$ cat config.mk
export PLATFORM = sky130hd
export DESIGN_NAME = fpu_issue_queue
export DESIGN_NICKNAME = d
export VERILOG_FILES = /design/src/rtl/fpu_issue_queue.sv
export SDC_FILE = /design/constraint.sdc
export NUM_CORES = 1
export LEC_CHECK = 0
export BUFFER_PORTS_ARGS = -buffer_cell sky130_fd_sc_hd__buf_2
export CORE_MARGIN = 10
export CORE_UTILIZATION = 40
export DETAILED_ROUTE_END_ITERATION = 16
export PLACE_DENSITY = 0.6
export SLEW_MARGIN = 40
export SYNTH_ARGS = -nofsm -noshare
export SYNTH_HDL_FRONTEND = slang
export SYNTH_SLANG_ARGS = --single-unit
$ cat constraint.sdc
create_clock -name clk -period 4.6 [get_ports clk]
set_clock_uncertainty 0.2 [all_clocks]
set_input_delay 1.38 -clock clk [delete_from_list [all_inputs] [get_ports clk]]
set_output_delay 1.38 -clock clk [all_outputs]
set_load 0.1 [all_outputs]
$ cat src/rtl/fpu_issue_queue.sv
`default_nettype none
// ============================================================================
//  Module   : fpu_issue_queue
//  Purpose  : Buffers CPU FP requests in a FIFO and issues them one at a time
//             to the FPU wrapper, with a watchdog on the in-flight operation.
//  Revision : 1.0  initial release
// ============================================================================
module fpu_issue_queue #(
   parameter int MAN_WIDTH = 24,
   parameter int EXP_WIDTH = 8,
   parameter int DEPTH     = 4,
   parameter int TIMEOUT   = 64
) (
   input  logic                           clk,
   input  logic                           reset,
   input  logic                           flush,
   input  logic                           err_clr,
   input  logic                           req_valid,
   output logic                           req_ready,
   input  logic [3:0]                     req_tag,
   input  logic [MAN_WIDTH+EXP_WIDTH-1:0] req_op1,
   input  logic [MAN_WIDTH+EXP_WIDTH-1:0] req_op2,
   input  logic [2:0]                     req_operator,
   input  logic [2:0]                     req_rm,
   input  logic                           fpu_ready,
   input  logic                           fpu_result_valid,
   output logic                           fpu_in_valid,
   output logic [3:0]                     fpu_tag,
   output logic [MAN_WIDTH+EXP_WIDTH-1:0] fpu_op1,
   output logic [MAN_WIDTH+EXP_WIDTH-1:0] fpu_op2,
   output logic [2:0]                     fpu_operator,
   output logic [2:0]                     fpu_rm,
   output logic [$clog2(DEPTH):0]         count,
   output logic                           busy,
   output logic                           timeout_err
);

   localparam int c_OP_W  = MAN_WIDTH + EXP_WIDTH;
   localparam int c_PTR_W = $clog2(DEPTH);
   localparam int c_WD_W  = $clog2(TIMEOUT);
   localparam int c_ENT_W = 4 + 2 * c_OP_W + 6;
   localparam logic [c_PTR_W:0]  c_FULL   = (c_PTR_W + 1)'(DEPTH);
   localparam logic [c_WD_W-1:0] c_WD_END = c_WD_W'(TIMEOUT - 1);

   typedef enum logic [1:0] {
      ST_IDLE  = 2'd0,
      ST_ISSUE = 2'd1,
      ST_BUSY  = 2'd2
   } state_t;

   state_t               r_state;
   state_t               w_nextState;
   logic [c_ENT_W-1:0]   r_mem [DEPTH];
   logic [c_ENT_W-1:0]   w_head;
   logic [c_PTR_W-1:0]   r_wrPtr;
   logic [c_PTR_W-1:0]   r_rdPtr;
   logic [c_PTR_W:0]     r_count;
   logic [c_WD_W-1:0]    r_wd;
   logic                 w_push;
   logic                 w_pop;
   logic                 w_timeoutSet;

   assign req_ready    = (r_count < c_FULL) && !flush;
   assign w_push       = req_valid && req_ready;
   assign w_head       = r_mem[r_rdPtr];
   assign fpu_in_valid = (r_state == ST_ISSUE);
   assign count        = r_count;
   assign busy         = (r_state != ST_IDLE) || (r_count != '0);

   // Storage needs no reset: an entry is only read after it has been written.
   always_ff @(posedge clk) begin
      if (w_push) begin
         r_mem[r_wrPtr] <= {req_tag, req_op1, req_op2, req_operator, req_rm};
      end
   end

   always_ff @(posedge clk or negedge reset) begin
      if (!reset) begin
         r_wrPtr <= '0;
         r_rdPtr <= '0;
         r_count <= '0;
      end else if (flush) begin
         r_wrPtr <= '0;
         r_rdPtr <= '0;
         r_count <= '0;
      end else begin
         if (w_push) r_wrPtr <= r_wrPtr + 1'b1;
         if (w_pop)  r_rdPtr <= r_rdPtr + 1'b1;
         if (w_push && !w_pop)      r_count <= r_count + 1'b1;
         else if (w_pop && !w_push) r_count <= r_count - 1'b1;
      end
   end

   always_ff @(posedge clk or negedge reset) begin
      if (!reset) r_state <= ST_IDLE;
      else        r_state <= w_nextState;
   end

   // Result arrival outranks the watchdog expiring in the same cycle.
   always_comb begin
      w_nextState  = r_state;
      w_pop        = 1'b0;
      w_timeoutSet = 1'b0;
      case (r_state)
         ST_IDLE: begin
            if ((r_count != '0) && fpu_ready && !flush) begin
               w_pop       = 1'b1;
               w_nextState = ST_ISSUE;
            end
         end
         ST_ISSUE: w_nextState = ST_BUSY;
         ST_BUSY: begin
            if (fpu_result_valid) begin
               w_nextState = ST_IDLE;
            end else if (r_wd == c_WD_END) begin
               w_nextState  = ST_IDLE;
               w_timeoutSet = 1'b1;
            end
         end
         default: w_nextState = ST_IDLE;
      endcase
   end

   always_ff @(posedge clk or negedge reset) begin
      if (!reset)                   r_wd <= '0;
      else if (r_state == ST_ISSUE) r_wd <= '0;
      else if (r_state == ST_BUSY)  r_wd <= r_wd + 1'b1;
   end

   always_ff @(posedge clk or negedge reset) begin
      if (!reset) begin
         fpu_tag      <= '0;
         fpu_op1      <= '0;
         fpu_op2      <= '0;
         fpu_operator <= '0;
         fpu_rm       <= '0;
      end else if (w_pop) begin
         {fpu_tag, fpu_op1, fpu_op2, fpu_operator, fpu_rm} <= w_head;
      end
   end

   always_ff @(posedge clk or negedge reset) begin
      if (!reset)            timeout_err <= 1'b0;
      else if (w_timeoutSet) timeout_err <= 1'b1;
      else if (err_clr)      timeout_err <= 1'b0;
   end

endmodule
`default_nettype wire

==> flow_summary_export.csv, run 1 <==
group,metric,value,unit
status,status,"finished clean",
critical_path,rr_worst_depth,3,
clock_tree,hold_buffers,0,
clock_tree,cts_tree,"done",
critical_path,critPathMaxStageDelay,0.44,ns
layout,final_nets,926,
sta,worst_pin_slew,0.680,ns
yosys,netlist_area,14500,um2
layout,drive_above_1_share,0.462,
yosys,synth-seq-cells,386,
clock_tree,root_buffer,"clkbuf_16",
critical_path,worstPathCellList,"buf_2 -> nor2_1 -> buf_2",
sta,setup-tns-final,0,ns
place,place_congestion,0.714,
critical_path,startpoint_type,"primary input",
power,power_density,683,nW/um2
min_path,hold_depth,1,
critical_path,cp-end-kind,"output port",
power,clkPwrFrac,0.272,
sta,drv_slew,0,
die,coreArea,35700,um2
clock_tree,htree_num_levels,2,
yosys,yosysSeqAreaShare,0.767,
die,start_util,0.407,
global_routing,grt_max_degree,77,
layout,final_area,17300,um2
layout,area_growth,19.2,%
die,die-area,44300,um2
yosys,synthDistinctLibCells,38,
layout,fillers,2940,
yosys,synth_edf_count,296,
place,io_buffers,161,
clock_tree,cts_made_buffers,41,
critical_path,critPathArrivalTime,2.13,ns
sta,finalSetupViolCount,0,
die,die_w,211,um
global_routing,gr-total-overflow,0,
sta,max_slew_margin,0.547,
place,dpl_cell_area,16000,um2
global_routing,grt_use_total,0.133,
die,fp-row-count,69,
yosys,synth_nets,731,
clock_tree,clockBufferDepth,3,
global_routing,first_global_vias,7338,
drt,drcViolationCount,0,
die,num_io_pins,162,
yosys,ys_warn_count,0,
power,p_sw,0.00476,W
critical_path,slowest_stage,"buf_2",
sta,rsz0062_at_grt,"false",
drt,vias_per_cell,5.01,
drt,drt-total-wl,29.1,mm
drt,wl_per_cell,21.9,um
die,die_h,211,um
clock_tree,worstSkewPairLatency,0.55,ns
yosys,avgSynthCellArea,22.7,um2
sta,post-route-period-util,0.806,
job,cap_viol_max_count,0,
power,max-vdd-ir-drop,0.510,mV
critical_path,crit_type,"primary input to output port",
drt,vias,6659,
clock_tree,clk_pin_slew,0.06,ns
global_routing,grt_pass1_wl,45.1,mm
min_path,hold_path.class,"flip-flop to flip-flop",
critical_path,crit_path_frequent_cell,"buf_2",
drt,ant_nets,0,
drt,drt_pass1_iterations,4,
drt,drt_iter0_drc,333,
place,dpl.hpwl,17.7,mm
power,swShare,0.403,
critical_path,critPathRequiredTime,3.02,ns
clock_tree,cts.sinks,386,
sta,fin_crit,3.71,ns
power,power_leakage,6.21,nW
layout,layout_common_cells,"edfxtp_1, buf_2, dfrtp_1",
global_routing,grt_antenna_before_repair,3,
yosys,async_flop_share,0.233,
sta,hold_violations,0,
power,p_seq_frac,0.381,
critical_path,crit_path_max_fanout,11,
sta,timing.fmax,270,MHz
power,combPwrFrac,0.347,
yosys,synthCells,640,
clock_tree,cts_setup_buffers,0,
layout,layout_commonest_cell,"edfxtp_1",
power,internal_power,0.00705,W
yosys,synth_ff_type,"edfxtp_1",
clock_tree,cts.repair.resized,0,
## cells in the mapped netlist, drive strengths merged, types with 2 or more instances
master  count  area share
mux2i       2      0.0014
nand2b      4      0.0017
a21oi       2     0.00069
buf        24       0.012
and3        2     0.00086
mux4       74        0.11
nor3b       4      0.0024
mux2       77       0.069
edfxtp    296        0.61
nand2       4      0.0010
xnor2       3      0.0018
inv         8      0.0021
nor3        5      0.0025
ha          9      0.0078
clkbuf      3     0.00078
and2        4      0.0017
dfrtp      90        0.16
nor2        8      0.0026
o21ai       8      0.0028
nand3b      2      0.0010
nor2b       2     0.00086
## final timing paths
path	from	end	slack (ns)
max in group asynchronous	reset	fpu_operator[0]$_DFFE_PN0P_	2.67
min reg2reg	fpu_op2[19]$_DFFE_PN0P_	fpu_op2[19]$_DFFE_PN0P_	0.30
max	flush	req_ready	0.89
max reg2reg	count[2]$_DFFE_PN0P_	r_mem[3][2]$_DFFE_PP_	2.15
min in group asynchronous	reset	fpu_op1[1]$_DFFE_PN0P_	0.67
min	fpu_op2[19]$_DFFE_PN0P_	fpu_op2[19]$_DFFE_PN0P_	0.30
## power groups by stage
stage | registers (W) | logic, W | clock network (W)
2_1_floorplan | 0.00692 | 0.00105 | 0
3_3_place_gp | 0.00458 | 0.00412 | 0
3_5_place_dp | 0.00459 | 0.00414 | 0
4_1_cts | 0.00452 | 0.00415 | 0.00330
5_1_grt | 0.00457 | 0.00426 | 0.00345
6_report | 0.00451 | 0.00409 | 0.00321
## kinds of logic (layout without fill, tap and decap cells)
logic type / Yosys count / count (layout) / share of synthesized area
other: 0 / 1 / 0
AOI/OAI and AO/OA: 15 / 15 / 0.00603
and+or+nand+nor: 37 / 37 / 0.0155
muxes: 153 / 153 / 0.185
xor gates and xnor gates: 4 / 4 / 0.00241
DFF: 386 / 386 / 0.767
buffers and inverters: 35 / 263 / 0.0147
adders and majority gates: 10 / 10 / 0.00914
## stage by stage
step	hold WS, ns	power [W]	util	worst slack [ns]	instances
2_1_floorplan	0.273	0.00797	-	0.213	640
3_3_place_gp	0.285	0.00870	0.447	0.858	1252
3_5_place_dp	0.289	0.00873	0.448	0.876	1253
4_1_cts	0.307	0.0120	0.485	0.873	1329
5_1_grt	0.319	0.0123	0.485	0.851	1329
6_report	0.302	0.0118	0.485	0.892	1330
## worst max-delay path, delay by kind of cell
family	cells	cell delay [ns]
buf+inv	2	0.61
simple gates	1	0.13
## final cells by class
cell class | instances | area [um2] | area share
Tap cell | 461 | 577 | 0.0333
Antenna cell | 1 | 2.50 | 0.000145
Sequential cell | 386 | 11100 | 0.645
Clock buffer | 56 | 1160 | 0.0673
Timing Repair Buffer | 179 | 1040 | 0.0603
Inverter | 8 | 30.0 | 0.00174
Clock inverter | 20 | 159 | 0.00919
Multi-Input combinational cell | 219 | 3170 | 0.183
## flip-flops by register name, summed over array words and instances, names as in the netlist
register	count
count	3
fpu_op1	32
fpu_op2	32
fpu_operator	3
fpu_rm	3
fpu_tag	4
r_mem	296
r_rdPtr	2
r_state	2
r_wd	6
r_wrPtr	2
timeout_err	1
## per-layer routing
layer,GRT usage,vias up,routed length [um]
li1,-,2988,-
met1,0.174,3466,12800
met2,0.211,148,13900
met3,0.0337,53,1670
met4,0.0482,4,633
met5,0,-,21
(Power assumes the default switching activity.)
==> inputs of run 2 (changes only) <==
--- a/config.mk
+++ b/config.mk
@@ -9,7 +9,7 @@
 export CORE_MARGIN = 10
 export CORE_UTILIZATION = 40
 export DETAILED_ROUTE_END_ITERATION = 16
-export PLACE_DENSITY = 0.6
+export PLACE_DENSITY = 0.62
 export SLEW_MARGIN = 40
 export SYNTH_ARGS = -nofsm -noshare
 export SYNTH_HDL_FRONTEND = slang
==> constraint.sdc (replaced) <==
create_clock -name clk -period 3.2 [get_ports clk]
set_clock_uncertainty 0.2 [all_clocks]
set_input_delay 0.96 -clock clk [delete_from_list [all_inputs] [get_ports clk]]
set_output_delay 0.96 -clock clk [all_outputs]
set_load 0.1 [all_outputs]
==> flow_summary_export.csv, run 2 (synthesis results as in run 1) <==
group,metric,value,unit
clock_tree,cts_made_buffers,42,
clock_tree,clockBufferDepth,3,
layout,largest_reg_flops,296,
place,dpl_cell_area,16000,um2
clock_tree,cts_setup_buffers,0,
clock_tree,root_buffer,"clkbuf_16",
critical_path,rr_worst_depth,5,
die,coreArea,35700,um2
status,status,"finished clean",
global_routing,grt_pass1_wl,45.1,mm
sta,rsz0062_at_grt,"false",
clock_tree,hold_buffers,0,
drt,drt_pass1_iterations,4,
place,place_inst,1251,
layout,layoutNonFillerInstCount,1328,
layout,final_nets,925,
clock_tree,cts.repair.resized,0,
critical_path,critPathArrivalTime,1.87,ns
layout,final_area,17400,um2
sta,timing.final.ws_setup,0.173,ns
place,dpl.hpwl,16.7,mm
global_routing,first_global_vias,7505,
die,die-area,44300,um2
critical_path,crit_path_max_fanout,8,
sta,finalSetupViolCount,0,
global_routing,met2_usage,0.222,
critical_path,crit_type,"flip-flop to output port",
die,num_io_pins,162,
drt,vias,6678,
power,power_density,986,nW/um2
sta,hold_violations,0,
drt,wl_per_cell,21.8,um
critical_path,critPathMaxStageDelay,0.50,ns
critical_path,critPathRequiredTime,2.04,ns
sta,setup-tns-final,0,ns
global_routing,busiest_layer,"met2",
layout,layout_common_cells,"edfxtp_1, buf_2, dfrtp_1",
global_routing,grt_antenna_before_repair,4,
sta,worst_pin_slew,0.604,ns
drt,drt_iter0_drc,355,
drt,vias_per_cell,5.03,
die,die_w,211,um
critical_path,reg2reg_to,"count[1]$_DFFE_PN0P_",
layout,antenna_cells,0,
sta,max_slew_margin,0.598,
global_routing,grt_use_met1,0.165,
sta,post-route-period-util,0.946,
clock_tree,worstSkewPairLatency,0.53,ns
job,cap_viol_max_count,0,
clock_tree,cts_tree,"done",
layout,regMostFlops,"r_mem",
layout,fillers,2954,
place,io_buffers,161,
sta,fin_hold_ws,0.197,ns
place,post-place-ws,0.285,ns
drt,ant_nets,0,
sta,drv_slew,0,
clock_tree,cts.sinks,386,
critical_path,r2r_start,"count[2]$_DFFE_PN0P_",
layout,layout_commonest_cell,"edfxtp_1",
layout,top_regs,"r_mem x296, fpu_op1 x32, fpu_op2 x32",
critical_path,worstPathCellList,"inv_1 -> ha_1 -> buf_2",
critical_path,startpoint_type,"flip-flop",
power,max-vdd-ir-drop,0.621,mV
critical_path,slowest_stage,"buf_2",
sta,fin_crit,3.03,ns
power,power_leakage,6.24,nW
die,start_util,0.407,
clock_tree,htree_num_levels,2,
layout,drive_above_1_share,0.460,
global_routing,grt_max_degree,76,
layout,area_growth,19.6,%
critical_path,r2r_slack,0.91,ns
sta,timing.fmax,330,MHz
critical_path,cp-end-kind,"output port",
drt,drcViolationCount,0,
global_routing,grt_use_total,0.132,
drt,drt-total-wl,28.9,mm
die,fp-row-count,69,
clock_tree,clk_pin_slew,0.06,ns
place,place_congestion,0.716,
global_routing,gr-usage-met3,0.0372,
die,die_h,211,um
global_routing,gr-total-overflow,0,
min_path,hold_path.class,"primary input to asynchronous set/reset pin",
==> run 2: metrics by stage <==
stage	util	power, W
final	0.487	0.0171
after global routing	0.487	0.0178
after CTS	0.487	0.0174
after detailed placement	0.449	0.0126
after global placement	0.449	0.0125
after floorplan	-	0.0115
==> run 2: how the worst max path moves through the flow <==
stage	start	depth (start not counted)	slack [ns]	end
after floorplan	flush	3	0.11	r_mem[0][0]$_DFFE_PP_
after global placement	flush	4	0.33	r_mem[1][73]$_DFFE_PP_
after detailed placement	flush	6	0.28	count[1]$_DFFE_PN0P_
after CTS	r_state[1]$_DFFE_PN0P_	3	0.16	fpu_in_valid
after global routing	r_state[1]$_DFFE_PN0P_	3	0.09	fpu_in_valid
final	r_state[1]$_DFFE_PN0P_	3	0.17	fpu_in_valid
==> run 2: layer usage <==
metal	vias up	share of wire	routed length (um)
met1	3501	0.43	12500
met3	39	0.056	1610
met2	148	0.50	14400
li1	2984	-	-
met5	-	0.0012	34
met4	6	0.014	417
==> run 2: cell type report <==
type	instances	area (um2)	area share
clock buffer	57	1160	0.0667
multi-input combinational	219	3170	0.183
inverter	8	30.0	0.00173
tap	461	577	0.0332
sequential	386	11100	0.642
clock inverter	20	204	0.0117
timing repair buffer	177	1070	0.0614
==> run 2: worst max-delay path, delay by kind of cell (launching register included) <==
kind	cells	cell delay, ns
flops	1	0.40
buf+inv	2	0.61
fa+ha+maj	1	0.34
==> run 2: where the power goes <==
part / internal [W] / switching, W / total [W]
clock network: 0.00286 / 0.00185 / 0.00472
registers: 0.00611 / 0.000403 / 0.00652
logic: 0.00132 / 0.00455 / 0.00587
